[src/rtl/ex_pkg.sv]
// ex_pkg: shared definitions for the ID/EX issue register.
//   - funct codes decoded by the issue logic and the execute stage
//   - issue FSM state enum
//   - bubble constants loaded into the output slot when nothing issues
package ex_pkg;

   localparam logic [5:0] AND  = 6'd36;
   localparam logic [5:0] OR   = 6'd37;
   localparam logic [5:0] ADD  = 6'd32;
   localparam logic [5:0] SUB  = 6'd34;
   localparam logic [5:0] SLT  = 6'd42;
   localparam logic [5:0] SLL  = 6'd0;
   localparam logic [5:0] DIVU = 6'd27;
   localparam logic [5:0] MFHI = 6'd16;
   localparam logic [5:0] MFLO = 6'd18;

   typedef enum logic [1:0] {
      IDLE,
      DIV,
      DRAIN
   } state_e;

   // A bubble is an all-zero slot; data operands are cleared with '0 at the use site
   // because their width is a per-instance parameter.
   localparam logic       BUBBLE_VALID  = 1'b0;
   localparam logic [5:0] BUBBLE_SIGNAL = 6'd0;
   localparam logic [4:0] BUBBLE_SHAMT  = 5'd0;

endpackage

[src/rtl/id_ex_issue_if.sv]
// id_ex_issue_if: bundle between the ID stage, the issue register and the execute stage.
//   ID side   : valid_in, funct_in, dataA_in, dataB_in, shamt_in, flush (to issue), stall_out (back)
//   EX side   : Signal, dataA, dataB, Shamount, valid_out, div_busy (from issue)
//   master    : the driver of the ID inputs / consumer of the execute outputs
//   slave     : the issue register itself
interface id_ex_issue_if #(
   parameter int unsigned WIDTH = 32
);

   logic             valid_in;
   logic [5:0]       funct_in;
   logic [WIDTH-1:0] dataA_in;
   logic [WIDTH-1:0] dataB_in;
   logic [4:0]       shamt_in;
   logic             flush;
   logic             stall_out;

   logic [5:0]       Signal;
   logic [WIDTH-1:0] dataA;
   logic [WIDTH-1:0] dataB;
   logic [4:0]       Shamount;
   logic             valid_out;
   logic             div_busy;

   modport master (
      output valid_in, funct_in, dataA_in, dataB_in, shamt_in, flush,
      input  stall_out, Signal, dataA, dataB, Shamount, valid_out, div_busy
   );

   modport slave (
      input  valid_in, funct_in, dataA_in, dataB_in, shamt_in, flush,
      output stall_out, Signal, dataA, dataB, Shamount, valid_out, div_busy
   );

endinterface

[src/rtl/issue_cnt.sv]
// issue_cnt: loadable down-counter used to time the DIVU hold.
//   clk_i      : clock
//   rst_ni     : asynchronous active-low reset, clears the count
//   load_i     : load load_val_i (takes priority over dec_i)
//   load_val_i : value to load
//   dec_i      : decrement by one; saturates at zero
//   zero_o     : count is zero
module issue_cnt #(
   parameter int unsigned W = 5
) (
   input  logic         clk_i,
   input  logic         rst_ni,
   input  logic         load_i,
   input  logic [W-1:0] load_val_i,
   input  logic         dec_i,
   output logic         zero_o
);

   logic [W-1:0] cnt_q, cnt_d;

   always_comb begin
      cnt_d = cnt_q;
      if (load_i) begin
         cnt_d = load_val_i;
      end else if (dec_i && (cnt_q != '0)) begin
         cnt_d = cnt_q - 1'b1;
      end
   end

   always_ff @(posedge clk_i or negedge rst_ni) begin
      if (!rst_ni) begin
         cnt_q <= '0;
      end else begin
         cnt_q <= cnt_d;
      end
   end

   assign zero_o = (cnt_q == '0);

endmodule

[src/rtl/id_ex_issue.sv]
// id_ex_issue: ID/EX issue register feeding the execute stage ALU/shifter/divider.
//   clk     : sole clock, rising edge
//   reset   : asynchronous active-low reset; clears every register and returns to IDLE
//   io      : id_ex_issue_if.slave
//             in : valid_in, funct_in, dataA_in, dataB_in, shamt_in, flush
//             out: stall_out (combinational from state), Signal, dataA, dataB, Shamount,
//                  valid_out, div_busy
// Single-cycle ops are registered with one cycle of latency. A captured DIVU is held on
// the outputs for DIV_CYCLES cycles while the front end is stalled.
// Build option: define DIVU_DRAIN_EN to insert one bubble (DRAIN state) after every
// divide so HI/LO settles before a dependent MFHI/MFLO issues.
module id_ex_issue
   import ex_pkg::*;
#(
   parameter int unsigned WIDTH      = 32,
   parameter int unsigned DIV_CYCLES = 32
) (
   input logic           clk,
   input logic           reset,
   id_ex_issue_if.slave  io
);

   localparam int unsigned CNT_W = $clog2(DIV_CYCLES);
   localparam logic [CNT_W-1:0] CNT_LOAD = CNT_W'(DIV_CYCLES - 1);

   state_e           state_q, state_d;
   logic             valid_q, valid_d;
   logic [5:0]       signal_q, signal_d;
   logic [WIDTH-1:0] data_a_q, data_a_d;
   logic [WIDTH-1:0] data_b_q, data_b_d;
   logic [4:0]       shamt_q, shamt_d;

   logic cnt_load, cnt_dec, cnt_zero;
   logic capture, honor_flush, stall;

   issue_cnt #(
      .W (CNT_W)
   ) u_cnt (
      .clk_i      (clk),
      .rst_ni     (reset),
      .load_i     (cnt_load),
      .load_val_i (CNT_LOAD),
      .dec_i      (cnt_dec),
      .zero_o     (cnt_zero)
   );

   always_comb begin
      state_d     = state_q;
      valid_d     = valid_q;
      signal_d    = signal_q;
      data_a_d    = data_a_q;
      data_b_d    = data_b_q;
      shamt_d     = shamt_q;
      cnt_load    = 1'b0;
      cnt_dec     = 1'b0;
      capture     = 1'b0;
      honor_flush = 1'b0;
      stall       = 1'b0;

      unique case (state_q)
         IDLE: begin
            capture     = 1'b1;
            honor_flush = 1'b1;
         end
         DIV: begin
            if (!cnt_zero) begin
               stall   = 1'b1;
               cnt_dec = 1'b1;
            end else begin
`ifdef DIVU_DRAIN_EN
               // Last hold cycle: keep IF/ID frozen one more edge and show a bubble next.
               stall    = 1'b1;
               state_d  = DRAIN;
               valid_d  = BUBBLE_VALID;
               signal_d = BUBBLE_SIGNAL;
               data_a_d = '0;
               data_b_d = '0;
               shamt_d  = BUBBLE_SHAMT;
`else
               capture = 1'b1;
`endif
            end
         end
         DRAIN: begin
            capture = 1'b1;
         end
         default: begin
            state_d = IDLE;
         end
      endcase

      // Flush only squashes in IDLE: once a divide is committed, the ID slot is held by
      // the stall rather than squashed, so it issues when the hold ends.
      if (capture) begin
         if (!io.valid_in || (honor_flush && io.flush)) begin
            state_d  = IDLE;
            valid_d  = BUBBLE_VALID;
            signal_d = BUBBLE_SIGNAL;
            data_a_d = '0;
            data_b_d = '0;
            shamt_d  = BUBBLE_SHAMT;
         end else begin
            valid_d  = 1'b1;
            signal_d = io.funct_in;
            data_a_d = io.dataA_in;
            data_b_d = io.dataB_in;
            shamt_d  = io.shamt_in;
            if (io.funct_in == DIVU) begin
               state_d  = DIV;
               cnt_load = 1'b1;
            end else begin
               state_d = IDLE;
            end
         end
      end
   end

   always_ff @(posedge clk or negedge reset) begin
      if (!reset) begin
         state_q  <= IDLE;
         valid_q  <= 1'b0;
         signal_q <= '0;
         data_a_q <= '0;
         data_b_q <= '0;
         shamt_q  <= '0;
      end else begin
         state_q  <= state_d;
         valid_q  <= valid_d;
         signal_q <= signal_d;
         data_a_q <= data_a_d;
         data_b_q <= data_b_d;
         shamt_q  <= shamt_d;
      end
   end

   assign io.stall_out = stall;
   assign io.div_busy  = (state_q == DIV);
   assign io.valid_out = valid_q;
   assign io.Signal    = signal_q;
   assign io.dataA     = data_a_q;
   assign io.dataB     = data_b_q;
   assign io.Shamount  = shamt_q;

endmodule

[src/flat_wrapper.sv]
// flat-port wrapper written by rule: the top's interface ports become plain ports
module id_ex_issue_flat import ex_pkg::*;
#(
   parameter int unsigned WIDTH      = 32,
   parameter int unsigned DIV_CYCLES = 32
)
  (clk, reset, io_valid_in, io_funct_in, io_dataA_in, io_dataB_in, io_shamt_in, io_flush, io_stall_out, io_Signal, io_dataA, io_dataB, io_Shamount, io_valid_out, io_div_busy);
  id_ex_issue_if #(.WIDTH(WIDTH)) io_i ();
  input logic clk;
  input logic reset;
  input wire logic [$bits(io_i.valid_in)-1:0] io_valid_in;
  input wire logic [$bits(io_i.funct_in)-1:0] io_funct_in;
  input wire logic [$bits(io_i.dataA_in)-1:0] io_dataA_in;
  input wire logic [$bits(io_i.dataB_in)-1:0] io_dataB_in;
  input wire logic [$bits(io_i.shamt_in)-1:0] io_shamt_in;
  input wire logic [$bits(io_i.flush)-1:0] io_flush;
  output wire logic [$bits(io_i.stall_out)-1:0] io_stall_out;
  output wire logic [$bits(io_i.Signal)-1:0] io_Signal;
  output wire logic [$bits(io_i.dataA)-1:0] io_dataA;
  output wire logic [$bits(io_i.dataB)-1:0] io_dataB;
  output wire logic [$bits(io_i.Shamount)-1:0] io_Shamount;
  output wire logic [$bits(io_i.valid_out)-1:0] io_valid_out;
  output wire logic [$bits(io_i.div_busy)-1:0] io_div_busy;
  assign io_i.valid_in = io_valid_in;
  assign io_i.funct_in = io_funct_in;
  assign io_i.dataA_in = io_dataA_in;
  assign io_i.dataB_in = io_dataB_in;
  assign io_i.shamt_in = io_shamt_in;
  assign io_i.flush = io_flush;
  assign io_stall_out = io_i.stall_out;
  assign io_Signal = io_i.Signal;
  assign io_dataA = io_i.dataA;
  assign io_dataB = io_i.dataB;
  assign io_Shamount = io_i.Shamount;
  assign io_valid_out = io_i.valid_out;
  assign io_div_busy = io_i.div_busy;
  id_ex_issue #(.WIDTH(WIDTH), .DIV_CYCLES(DIV_CYCLES)) u_core (.clk(clk), .reset(reset), .io(io_i));
endmodule
[config.mk]
export PLATFORM = sky130hd
export DESIGN_NAME = id_ex_issue_flat
export DESIGN_NICKNAME = d
export VERILOG_FILES = /design/src/rtl/ex_pkg.sv /design/src/rtl/id_ex_issue_if.sv /design/src/rtl/issue_cnt.sv /design/src/rtl/id_ex_issue.sv /design/src/flat_wrapper.sv
export SDC_FILE = /design/constraint.sdc
export NUM_CORES = 1
export LEC_CHECK = 0
export ABC_AREA = 0
export CELL_PAD_IN_SITES_DETAIL_PLACEMENT = 0
export CELL_PAD_IN_SITES_GLOBAL_PLACEMENT = 2
export CORE_MARGIN = 1
export CORE_UTILIZATION = 20
export DETAILED_ROUTE_END_ITERATION = 8
export HOLD_SLACK_MARGIN = 0.1
export PLACE_DENSITY = 0.78
export SLEW_MARGIN = 20
export SYNTH_ARGS = -nofsm -noshare
export SYNTH_HDL_FRONTEND = slang
export SYNTH_SLANG_ARGS = --single-unit
[constraint.sdc]
create_clock -name clk -period 1.94 [get_ports clk]
set_input_delay 0.388 -clock clk [delete_from_list [all_inputs] [get_ports clk]]
set_output_delay 0.388 -clock clk [all_outputs]
set_load 0.01 [all_outputs]
==> out/qor.csv <==
metric,value,unit
Synth area leader,dfrtp_1,
Row Count,46,
highest fanout seen on the critical path,3,
initial core utilization,0.2052,
most used routing layer,met2,
FF-to-FF Start,u_core.u_cnt.cnt_q[0]$_DFFE_PN0P_,
number of enable-type register cells in the synthesized netlist,0,
NetSw,0.9606,mW
Worst Path Buf+Inv,3,
cell with the most instances after synthesis,nand2_1,
clock network latency to the later pin of the worst-skew pair,0.34,ns
CP top delay family,flip-flops,
Fill cells,1650,
GRT Util Overall,0.1266,
average footprint of a synthesized cell,9.013,um2
maximum level of the CTS H-tree,3,
relative contribution of the clock network to total power,0.442,
series of cell instances along the critical path,inv_2 -> ha_4 -> or3b_4 -> o21ai_4 -> inv_2 -> buf_6,
final non-filler cell area,5545,um2
Root Buffer,clkbuf_16,
sequential cell fraction of total power,0.430,
hold violation count in the final report,0,
met1 usage,0.1481,
TritonCTS clock tree,done,
largest net degree at the start of global routing,83,
clock buffer count from CTS,9,
initial drt markers,117,
final worst path period need,2.052,ns
count of port buffers added during placement,156,
startpoint of the lowest-slack hold path,u_core.io.dataB[20]$_DFFE_PN0P_,
static leakage power,2.657,nW
width of the die,129.9,um
DRC Markers,0,
area of the die,16880,um2
outcome,finished with violations,
fraction of registers with async set or reset after synthesis,1.000,
number of antenna violations at the first check in global routing,0,
GRT overflow,0,
clock skew after layout,0.007671,ns
Power Density,763.9,nW/um2
detailed-route wire length per cell,13.65,um
Final GP Congestion,0.6954,
logic gate share of total power,0.128,
Crit path largest cell delay,0.39,ns
Die Y-Extent,129.9,um
detailed-route via count,3080,
met2 Usage GRT,0.2167,
instance count of the mapped netlist,363,
most used flip-flop cell after synthesis,dfrtp_1,
maximum vdd drop,0.0003640,V
max-slew headroom at the worst pin,0.6874,
final antenna diode count,0,
area of the core,15940,um2
YS warnings,0,
most instantiated cells after synthesis,"nand2_1 (155), dfrtp_1 (82), nand3_1 (75)",
GR met3 Demand/Resource,0.03526,
setup violators final,1,
Internal Power,3.275,mW
worst-case setup margin in the final layout,-0.1119,ns
post-synthesis sequential area ratio,0.6272,
CP max stage cell,dfrtp_1,
fmax,487.4,MHz
number of synthesized register bits,82,
required time at the worst-slack endpoint,1.55,ns
half-perimeter wire length of the detailed placement result,6500,um
TritonCTS sink count,82,
hold slack final,0.4646,ns
total area of sequential cells,2052,um2
number of global-route vias before repair,3155,
setup repair after global routing missed its margin,true,
category of the worst setup path launch point,register,
Synth top area share,0.6272,
Reg-to-Reg End,u_core.u_cnt.cnt_q[3]$_DFFE_PN0P_,
nets@finish,603,
number of max-cap violations,0,
number of unique standard cell types used by synthesis,23,
count of pins on the block boundary,157,
endpoint with the worst hold slack,u_core.io.dataB[20]$_DFFE_PN0P_,
Post-Place Cell Area,5117,um2
maximum number of buffers from clock root to sink,2,
dominant cell type by count on the critical path,inv_2,
worst hold path cell count,2,
global-route wire length before repair,16280,um
Via-to-Cell Ratio,4.140,
area overhead of the layout relative to synthesis,69.48,%
total nets after synthesis,443,
CP Data Arrival Time,1.66,ns
Worst Reg-to-Reg Cells,8,
max-slew violation count,0,
crit share post-route,1.058,
critical path capture point type,output port,
number of iterations in the first detailed-routing pass,6,
Worst-Margin Slew,0.4688,ns
final core utilization,0.3478,
synthesized area,3272,um2
multi-input gate area in the final layout,1134,um2
top cells by area in the synthesized netlist,"dfrtp_1 (63%), nand2_1 (18%), nand3_1 (11%)",
violations in the final reports,negative setup slack,
Setup Crit Path Kind,reg -> out,
clock-pin transition on the worst setup and hold timing paths,0.06,ns
type of the most critical hold path,reg -> reg,
worst setup slack for register-to-register paths,0.10,ns
"wirelength, routed",10150,um
share of cells above drive strength 1,0.07955,
post-route antenna net violation count,0,
switching share of power,0.2268,
==> through the flow <==
stage / std cells / setup slack, ns / total power [mW] / TNS (ns)
2_1_floorplan: 363 / 0.02925 / 1.995 / 0
3_5_place_dp: 723 / -0.1657 / 2.371 / -4.655
5_1_grt: 744 / -0.1994 / 4.445 / -0.3076
6_report: 744 / -0.1119 / 4.236 / -0.1119
3_3_place_gp: 723 / -0.1806 / 2.369 / -4.307
4_1_cts: 742 / -0.1535 / 4.326 / -0.1535
==> worst reg2reg max path: cells and delay by family, from the launching register on <==
family / cells / cell delay (ns)
buffers and inverters: 3 / 0.43
AND/OR/NAND/NOR: 2 / 0.46
adder cells (fa/ha/maj): 1 / 0.14
flip-flops: 1 / 0.39
AO/OA/AOI/OAI: 2 / 0.33
==> flip-flops by register name (all words and copies together) (netlist names) <==
register             count
u_core.io.dataA         32
u_core.u_cnt.cnt_q       5
u_core.io.Shamount       5
u_core.io.dataB         32
u_core.state_q           1
u_core.io.Signal         6
u_core.io.valid_out      1
==> layout by cell type (no fill, tap or decap), drive strengths merged, types with 2 or more instances in the layout <==
cell type / count
clkbuf: 11
o21ai: 3
inv: 4
dfrtp: 82
clkdlybuf4s50: 154
nor3: 2
buf: 17
nor2: 5
a21oi: 3
nand2: 155
clkinv: 3
nand3: 75
bufinv: 2
==> worst max path at each step <==
stage	depth (start not counted)	start	slack, ns	end
detailed placement	6	u_core.u_cnt.cnt_q[0]$_DFFE_PN0P_	-0.17	io_stall_out
floorplan	6	u_core.u_cnt.cnt_q[0]$_DFFE_PN0P_	0.03	io_stall_out
global placement	6	u_core.u_cnt.cnt_q[0]$_DFFE_PN0P_	-0.18	io_stall_out
CTS	6	u_core.u_cnt.cnt_q[0]$_DFFE_PN0P_	-0.15	io_stall_out
finish	6	u_core.u_cnt.cnt_q[0]$_DFFE_PN0P_	-0.11	io_stall_out
global route	6	u_core.u_cnt.cnt_q[1]$_DFFE_PN0P_	-0.20	io_stall_out
==> power by group through the flow <==
stage               clock [mW]  combinational, mW  sequential, mW
finish                    1.87              0.541            1.82
CTS                       1.96              0.546            1.82
floorplan                    0              0.114            1.88
detailed placement           0              0.519            1.85
global route              2.02              0.595            1.83
global placement             0              0.519            1.85
==> final cells by class <==
type / instances / share of cell area
Tap cell: 216 / 0.04874
Clock buffer: 10 / 0.04310
Inverter: 4 / 0.002708
Sequential cell: 82 / 0.3700
Multi-Input combinational cell: 253 / 0.2044
Clock inverter: 6 / 0.01625
Timing Repair Buffer: 173 / 0.3148
==> what timing repair did <==
item	4_1_cts	5_1_grt
endpoints found under the setup margin	82	46
buffers inserted	2	1
gates cloned	0	1
resized for setup	14	2
pin swaps	2	1
hold endpoints to repair	18	0
hold buffers	1	0
==> cells by family after synthesis <==
group                      count (synthesis)  synth area share
AOI/OAI and AO/OA                         10           0.02180
adders and majority gates                  1          0.003823
buffers and inverters                     28           0.03441
DFF                                       82            0.6272
and+or+nand+nor                          242            0.3128
==> metal layers <==
layer  up-vias  share of wire
met2       104           0.49
met4         0          0.011
met3        11          0.069
met5         -              0
met1      1469           0.43
li1       1496              -
Note: power is estimated with default switching activity, not from simulation.
